File: src/rtl/uart_tx_arbiter.sv
// uart_tx_arbiter: shares one UART transmitter between NUM_REQ message sources.
// Round-robin arbitration at message granularity; a grant is held until the
// byte flagged last has fully left the UART, so messages never interleave.
// Optional macro UART_ARB_TIMEOUT_EN: force-release a granted requester that
// stalls for TIMEOUT cycles and pulse timeout_err. Without it timeout_err is 0.
module uart_tx_arbiter #(
    parameter int NUM_REQ = 4,
    parameter int IDX_W   = 2,
    parameter int TIMEOUT = 50000
) (
    input  logic                 clk,
    input  logic                 reset,
    input  logic [NUM_REQ-1:0]   req,
    input  logic [NUM_REQ*8-1:0] req_data,
    input  logic [NUM_REQ-1:0]   req_last,
    output logic [NUM_REQ-1:0]   req_ack,
    output logic                 grant_valid,
    output logic [IDX_W-1:0]     grant_idx,
    output logic                 busy,
    output logic                 tx_latch,
    output logic [7:0]           tx_data,
    input  logic                 tx_empty,
    output logic                 timeout_err
);

    typedef enum logic [1:0] {
        ST_IDLE  = 2'd0,
        ST_SEND  = 2'd1,
        ST_GUARD = 2'd2,
        ST_DRAIN = 2'd3
    } state_t;

    state_t               r_state, w_state_n;
    logic [IDX_W-1:0]     r_ptr, w_ptr_n;
    logic [IDX_W-1:0]     r_grant_idx, w_grant_idx_n;
    logic                 r_grant_valid, w_grant_valid_n;
    logic                 r_busy, w_busy_n;
    logic                 r_tx_latch, w_tx_latch_n;
    logic [7:0]           r_tx_data, w_tx_data_n;
    logic [NUM_REQ-1:0]   r_req_ack, w_req_ack_n;
    logic                 r_last, w_last_n;
    logic [1:0]           r_guard, w_guard_n;
    logic                 r_timeout_err, w_timeout_err_n;

    logic [IDX_W:0]       w_pick;
    logic                 w_req_g;
    logic                 w_last_g;
    logic [7:0]           w_byte_g;
    logic [NUM_REQ-1:0]   w_ack_onehot;
    logic                 w_stall_hit;

    // First set request scanning cyclically from p; returns {hit, index}.
    function automatic logic [IDX_W:0] rr_pick(input logic [NUM_REQ-1:0] r,
                                               input logic [IDX_W-1:0]   p);
        logic [IDX_W:0] res;
        int             best;
        int             d;
        res  = '0;
        best = NUM_REQ;
        for (int i = 0; i < NUM_REQ; i++) begin
            d = i - int'(p);
            if (d < 0) begin
                d = d + NUM_REQ;
            end else begin
                d = d;
            end
            if (r[i] && (d < best)) begin
                best = d;
                res  = {1'b1, IDX_W'(i)};
            end else begin
                res  = res;
            end
        end
        return res;
    endfunction

    // Successor of a requester index, wrapping at NUM_REQ-1.
    function automatic logic [IDX_W-1:0] next_idx(input logic [IDX_W-1:0] i);
        if (int'(i) >= NUM_REQ - 1) begin
            return '0;
        end else begin
            return i + IDX_W'(1);
        end
    endfunction

    assign w_pick       = rr_pick(req, r_ptr);
    assign w_req_g      = req[r_grant_idx];
    assign w_last_g     = req_last[r_grant_idx];
    assign w_byte_g     = req_data[{r_grant_idx, 3'b000} +: 8];
    assign w_ack_onehot = NUM_REQ'(1) << r_grant_idx;

`ifdef UART_ARB_TIMEOUT_EN
    logic [15:0] r_stall;

    assign w_stall_hit = (r_state == ST_SEND) && !w_req_g &&
                         (r_stall == 16'(TIMEOUT - 1));

    // Stall counter: zero outside SEND (covers SEND entry and every ack),
    // counts only cycles where the granted requester has nothing to offer.
    always_ff @(posedge clk or posedge reset) begin
        if (reset) begin
            r_stall <= 16'd0;
        end else if (r_state != ST_SEND) begin
            r_stall <= 16'd0;
        end else if (!w_req_g) begin
            r_stall <= r_stall + 16'd1;
        end else begin
            r_stall <= r_stall;
        end
    end
`else
    // A stalled requester keeps the grant; TIMEOUT only qualifies as a constant.
    localparam logic TIMEOUT_IN_RANGE = (TIMEOUT > 0) && (TIMEOUT < 65536);
    assign w_stall_hit = 1'b0 & TIMEOUT_IN_RANGE;
`endif

    // Next-state and next-output logic for the arbitration/handshake FSM.
    always_comb begin
        w_state_n       = r_state;
        w_ptr_n         = r_ptr;
        w_grant_idx_n   = r_grant_idx;
        w_grant_valid_n = r_grant_valid;
        w_tx_latch_n    = 1'b0;
        w_tx_data_n     = r_tx_data;
        w_req_ack_n     = '0;
        w_last_n        = r_last;
        w_guard_n       = r_guard;
        w_timeout_err_n = 1'b0;
        case (r_state)
            ST_IDLE: begin
                if (w_pick[IDX_W]) begin
                    w_grant_idx_n   = w_pick[IDX_W-1:0];
                    w_grant_valid_n = 1'b1;
                    w_state_n       = ST_SEND;
                end else begin
                    w_state_n       = ST_IDLE;
                end
            end
            ST_SEND: begin
                if (w_req_g && tx_empty) begin
                    w_tx_data_n  = w_byte_g;
                    w_tx_latch_n = 1'b1;
                    w_req_ack_n  = w_ack_onehot;
                    w_last_n     = w_last_g;
                    w_guard_n    = 2'd2;
                    w_state_n    = ST_GUARD;
                end else if (w_stall_hit) begin
                    w_timeout_err_n = 1'b1;
                    w_grant_valid_n = 1'b0;
                    w_ptr_n         = next_idx(r_grant_idx);
                    w_state_n       = ST_IDLE;
                end else begin
                    w_state_n    = ST_SEND;
                end
            end
            ST_GUARD: begin
                // Give the UART time to drop tx_empty before trusting it again.
                w_guard_n = r_guard - 2'd1;
                if (r_guard <= 2'd1) begin
                    w_state_n = ST_DRAIN;
                end else begin
                    w_state_n = ST_GUARD;
                end
            end
            ST_DRAIN: begin
                if (tx_empty) begin
                    if (r_last) begin
                        w_grant_valid_n = 1'b0;
                        w_ptr_n         = next_idx(r_grant_idx);
                        w_state_n       = ST_IDLE;
                    end else begin
                        w_state_n       = ST_SEND;
                    end
                end else begin
                    w_state_n = ST_DRAIN;
                end
            end
            default: begin
                w_grant_valid_n = 1'b0;
                w_state_n       = ST_IDLE;
            end
        endcase
        w_busy_n = (w_state_n != ST_IDLE);
    end

    // State and registered outputs; reset clears everything asynchronously.
    always_ff @(posedge clk or posedge reset) begin
        if (reset) begin
            r_state       <= ST_IDLE;
            r_ptr         <= '0;
            r_grant_idx   <= '0;
            r_grant_valid <= 1'b0;
            r_busy        <= 1'b0;
            r_tx_latch    <= 1'b0;
            r_tx_data     <= 8'd0;
            r_req_ack     <= '0;
            r_last        <= 1'b0;
            r_guard       <= 2'd0;
            r_timeout_err <= 1'b0;
        end else begin
            r_state       <= w_state_n;
            r_ptr         <= w_ptr_n;
            r_grant_idx   <= w_grant_idx_n;
            r_grant_valid <= w_grant_valid_n;
            r_busy        <= w_busy_n;
            r_tx_latch    <= w_tx_latch_n;
            r_tx_data     <= w_tx_data_n;
            r_req_ack     <= w_req_ack_n;
            r_last        <= w_last_n;
            r_guard       <= w_guard_n;
            r_timeout_err <= w_timeout_err_n;
        end
    end

    assign req_ack     = r_req_ack;
    assign grant_valid = r_grant_valid;
    assign grant_idx   = r_grant_idx;
    assign busy        = r_busy;
    assign tx_latch    = r_tx_latch;
    assign tx_data     = r_tx_data;
    assign timeout_err = r_timeout_err;

endmodule

File: config.mk
export PLATFORM = sky130hd
export DESIGN_NAME = uart_tx_arbiter
export DESIGN_NICKNAME = d
export VERILOG_FILES = /design/src/rtl/uart_tx_arbiter.sv
export SDC_FILE = /design/constraint.sdc
export NUM_CORES = 1
export LEC_CHECK = 0
export CAP_MARGIN = 20
export CORE_UTILIZATION = 43
export DETAILED_ROUTE_END_ITERATION = 12
export PLACE_DENSITY = 0.8
export SYNTH_ARGS = -nofsm -noshare
export SYNTH_HDL_FRONTEND = slang
export SYNTH_SLANG_ARGS = --single-unit
File: constraint.sdc
create_clock -name clk -period 3.1 [get_ports clk]
set_input_delay 0.62 -clock clk [delete_from_list [all_inputs] [get_ports clk]]
set_output_delay 0.62 -clock clk [all_outputs]
set_load 0.01 [all_outputs]
==> summary.md <==
| Metric | Value |
|---|---|
| Total gr overflow | `0` |
| Final Slew Violations | `0` |
| Number of buffers on the longest clock path | `2` |
| Number of different library cells in the post-synthesis netlist | `42` |
| Cell area after synthesis | `0.00151 mm^2` |
| Peak supply drop | `419 uV` |
| Slew at the pin closest to its max-slew limit | `907 ps` |
| Clock buffers created by TritonCTS | `3` |
| Period utilisation layout | `94.0%` |
| Combinational fraction of design power | `58.7%` |
| # H-tree levels | `1` |
| Leakage | `0.944 nW` |
| Antenna violations before repair | `0` |
| Antenna Diode Count | `0` |
| Count of unresolved DRC violations after routing | `0` |
| Number of failing hold endpoints at the final stage | `0` |
| # fillers | `284` |
| Outcome | `complete, no violations` |
| Site Rows | `21` |
| List of most frequent post-synthesis cells | `sky130_fd_sc_hd__nand2_1 (25), sky130_fd_sc_hd__dfrtp_1 (24), sky130_fd_sc_hd__inv_1 (9), sky130_fd_sc_hd__mux4_2 (9), sky130_fd_sc_hd__nand2_2 (9)` |
| Area growth, synth to finish | `42.5%` |
| WL/cell | `15.9 um` |
| Sw frac | `41.6%` |
| Post-Syn Instances | `144` |
| Nets@finish | `252` |
| Number of sinks on the clock net | `24` |
| DR pass1 iterations | `4` |
| Maximum fanout encountered on the critical timing path | `2` |
| Setup violations, final | `0` |
| Clock transition time at the flip-flop clock pins of the worst setup and hold paths | `130 ps` |
| HPWL after detailed placement | `2.96 mm` |
| Share of post-route cells with drive strength above 1 | `14.5%` |
| Clock tree from TritonCTS | `done` |
| Clock power share | `7.8%` |
| Most Crowded Layer GR | `met2` |
| Crit. End Element | `flop` |
| Vias per cell | `5.44` |
| Worst setup skew after layout | `9.65 ps` |
| RSZ-0062 raised after global routing | `no` |
| Fraction of synthesis flops using an asynchronous set or reset pin | `100%` |
| Vias | `1339` |
| Total core area | `0.00336 mm^2` |
| Endpoint required time on the critical path | `3330 ps` |
| Global-route wire length before repair | `5.91 mm` |
| Final Routed Wirelength | `3.92 mm` |
| Start-to-end type of the worst setup path | `input port to flop` |
| Hold buffer count at CTS | `0` |
| Via count of the first global-routing pass | `1314` |
| Max-capacitance violation count | `0` |
| Power dissipated by switching net loads | `726 uW` |
| Post-synth EDFFs | `0` |
| Min cycle time layout | `2910 ps` |
| Chip height | `61.3 um` |
| DRT antenna net count | `0` |
| Global-route track usage on met1 | `27.0%` |
| Headroom to the max-slew limit | `39.4%` |
| Timing-limited maximum frequency | `0.343 GHz` |
| Power density relative to cell area | `810 mW/mm^2` |
| Cell type with the highest aggregate area in the netlist | `sky130_fd_sc_hd__dfrtp_1` |
| Root Driver | `sky130_fd_sc_hd__clkbuf_4` |
| Port Buffers | `59` |
| Overall die area | `0.00376 mm^2` |
| Hold Worst Slack | `487 ps` |
| Library cell with the highest instance count after synthesis | `sky130_fd_sc_hd__nand2_1` |
| YS warnings | `0` |
| Pin count of the biggest net entering global routing | `25` |
| Flops & latches, synth | `24` |
| Startpoint type of the worst setup path | `input port` |
| Average size of a mapped cell | `10.5 um^2` |
| Horizontal die dimension | `61.3 um` |
| Primary FF master, synth | `sky130_fd_sc_hd__dfrtp_1` |
| Starting DRT DRC Count | `87` |
| Share of total power in sequential cells | `33.4%` |
| Global Route met3 Usage | `3.36%` |
| GRT Overall Usage | `21.6%` |
| GR Layer Usage met2 | `37.6%` |
| GP Congestion | `0.894` |
| Net count after synthesis | `194` |
| Class of the most critical hold timing path | `flop to flop` |
| Count of boundary I/O pins | `61` |
| Source-to-sink clock delay at the later pin of the worst-skew pair | `320 ps` |
| Sequential area share after synthesis | `39.7%` |
| Share of Yosys cell area claimed by the top area cell type | `39.7%` |
| Initial Utilization | `44.9%` |
| Cells taking the most area after synthesis | `sky130_fd_sc_hd__dfrtp_1 (40%), sky130_fd_sc_hd__mux4_2 (13%), sky130_fd_sc_hd__nand2_1 (6.2%), sky130_fd_sc_hd__ha_1 (5.8%), sky130_fd_sc_hd__nand2_2 (3.7%)` |
| P_int | `1.02 mW` |
| Post-route cell area | `0.00215 mm^2` |
| Arrival time reported for the critical path endpoint | `3150 ps` |
| Instance area after placement | `0.00211 mm^2` |
per-layer routing:
| metal | up-vias | share of wire [%] | wire length [um] |
|---|---|---|---|
| met1 | 634 | 40 | 1580 |
| met5 | - | 0 | 0 |
| met4 | 0 | 2.2 | 86 |
| li1 | 617 | - | - |
| met2 | 76 | 48 | 1870 |
| met3 | 12 | 10 | 393 |
critical path: stages:
cell                              delay [ps]
sky130_fd_sc_hd__clkdlybuf4s50_1         480
sky130_fd_sc_hd__inv_1                    70
sky130_fd_sc_hd__mux2i_1                 130
sky130_fd_sc_hd__a32oi_2                 210
sky130_fd_sc_hd__ha_2                    330
sky130_fd_sc_hd__o22ai_1                 250
sky130_fd_sc_hd__o21ai_2                 120
sky130_fd_sc_hd__nor2_1                  160
sky130_fd_sc_hd__a21o_1                  110
sky130_fd_sc_hd__ha_1                    220
sky130_fd_sc_hd__o21ai_0                 110
sky130_fd_sc_hd__a21oi_1                 100
sky130_fd_sc_hd__a211oi_1                240
cell usage in the layout, fill, tap and decap left out, types with 2 or more instances in the layout:
cell type / netlist / layout
sky130_fd_sc_hd__clkdlybuf4s50_1: 0 / 58
sky130_fd_sc_hd__nand2_1: 25 / 25
sky130_fd_sc_hd__dfrtp_1: 24 / 24
sky130_fd_sc_hd__inv_1: 9 / 9
sky130_fd_sc_hd__mux4_2: 9 / 9
sky130_fd_sc_hd__nand2_2: 9 / 9
sky130_fd_sc_hd__nor2_1: 7 / 7
sky130_fd_sc_hd__ha_1: 7 / 6
sky130_fd_sc_hd__a21oi_1: 4 / 4
sky130_fd_sc_hd__and2_1: 4 / 4
sky130_fd_sc_hd__a211oi_1: 3 / 3
sky130_fd_sc_hd__nand2b_1: 3 / 3
sky130_fd_sc_hd__a21o_1: 3 / 3
sky130_fd_sc_hd__clkbuf_4: 0 / 3
sky130_fd_sc_hd__o21ai_0: 3 / 2
sky130_fd_sc_hd__nor3_1: 2 / 2
sky130_fd_sc_hd__nand3_1: 2 / 2
sky130_fd_sc_hd__buf_4: 2 / 2
metrics by stage:
stage / utilization, % / setup TNS [ps] / setup WS (ps) / power, mW / std cells
floorplan: - / 0 / 528 / 1.22 / 144
global placement: 62.9 / 0 / 42.7 / 1.52 / 243
detailed placement: 62.9 / -445 / -277 / 1.59 / 243
CTS: 63.5 / 0 / 67.4 / 1.73 / 246
global route: 64.0 / 0 / 35.7 / 1.89 / 246
finish: 64.0 / 0 / 185 / 1.74 / 246
power groups by stage:
stage                     Combinational [mW]  Sequential [mW]  Clock [mW]
after detailed placement               0.999            0.586           0
after CTS                               1.00            0.581       0.141
after global routing                    1.13            0.606       0.151
after global placement                 0.943            0.579           0
final                                   1.02            0.583       0.136
after floorplan                        0.662            0.562           0
cell families after synthesis:
kind of cell,count (synthesis),share of synthesized area (%)
compound gates,21,9.60
xor+xnor,1,0.580
fa+ha+maj,7,5.79
buf+inv,18,6.62
flops,24,39.7
mux,12,16.6
other cells,1,0.248
simple gates,60,20.9
area by class of cell:
cell class	instances	area [um^2]	share of cell area, %
flip-flops and latches	24	601	27.9
well taps	46	57.6	2.67
repair buffers	61	608	28.2
clock buffers	3	22.5	1.05
inverters	10	40.0	1.86
multi-input cells	102	825	38.3
sequential cells by signal, indices dropped and copies added (netlist names):
signal	flops
r_state	2
r_ptr	2
busy	1
req_ack	4
grant_idx	2
r_guard	2
grant_valid	1
tx_latch	1
tx_data	8
r_last	1
final timing paths:
| kind | start | end | slack, ps | depth (start not counted) |
|---|---|---|---|---|
| worst min register to register | tx_data[1] | tx_data[1] | 490 | 2 |
| worst max register to register | r_ptr[0] | grant_idx[0] | 460 | 11 |
| min in group asynchronous | reset | tx_latch | 790 | 2 |
| worst min-delay path | tx_data[1] | tx_data[1] | 490 | 2 |
| max in group asynchronous | reset | req_ack[1] | 1750 | 2 |
| worst max-delay path | req[0] | grant_idx[0] | 190 | 13 |
timing repair:
| action | 4_1_cts | 5_1_grt |
|---|---|---|
| endpoints found under the setup margin | 0 | 2 |
| setup buffers | 0 | 0 |
| resized for setup | 0 | 5 |
Power figures use the tool's default switching activity.
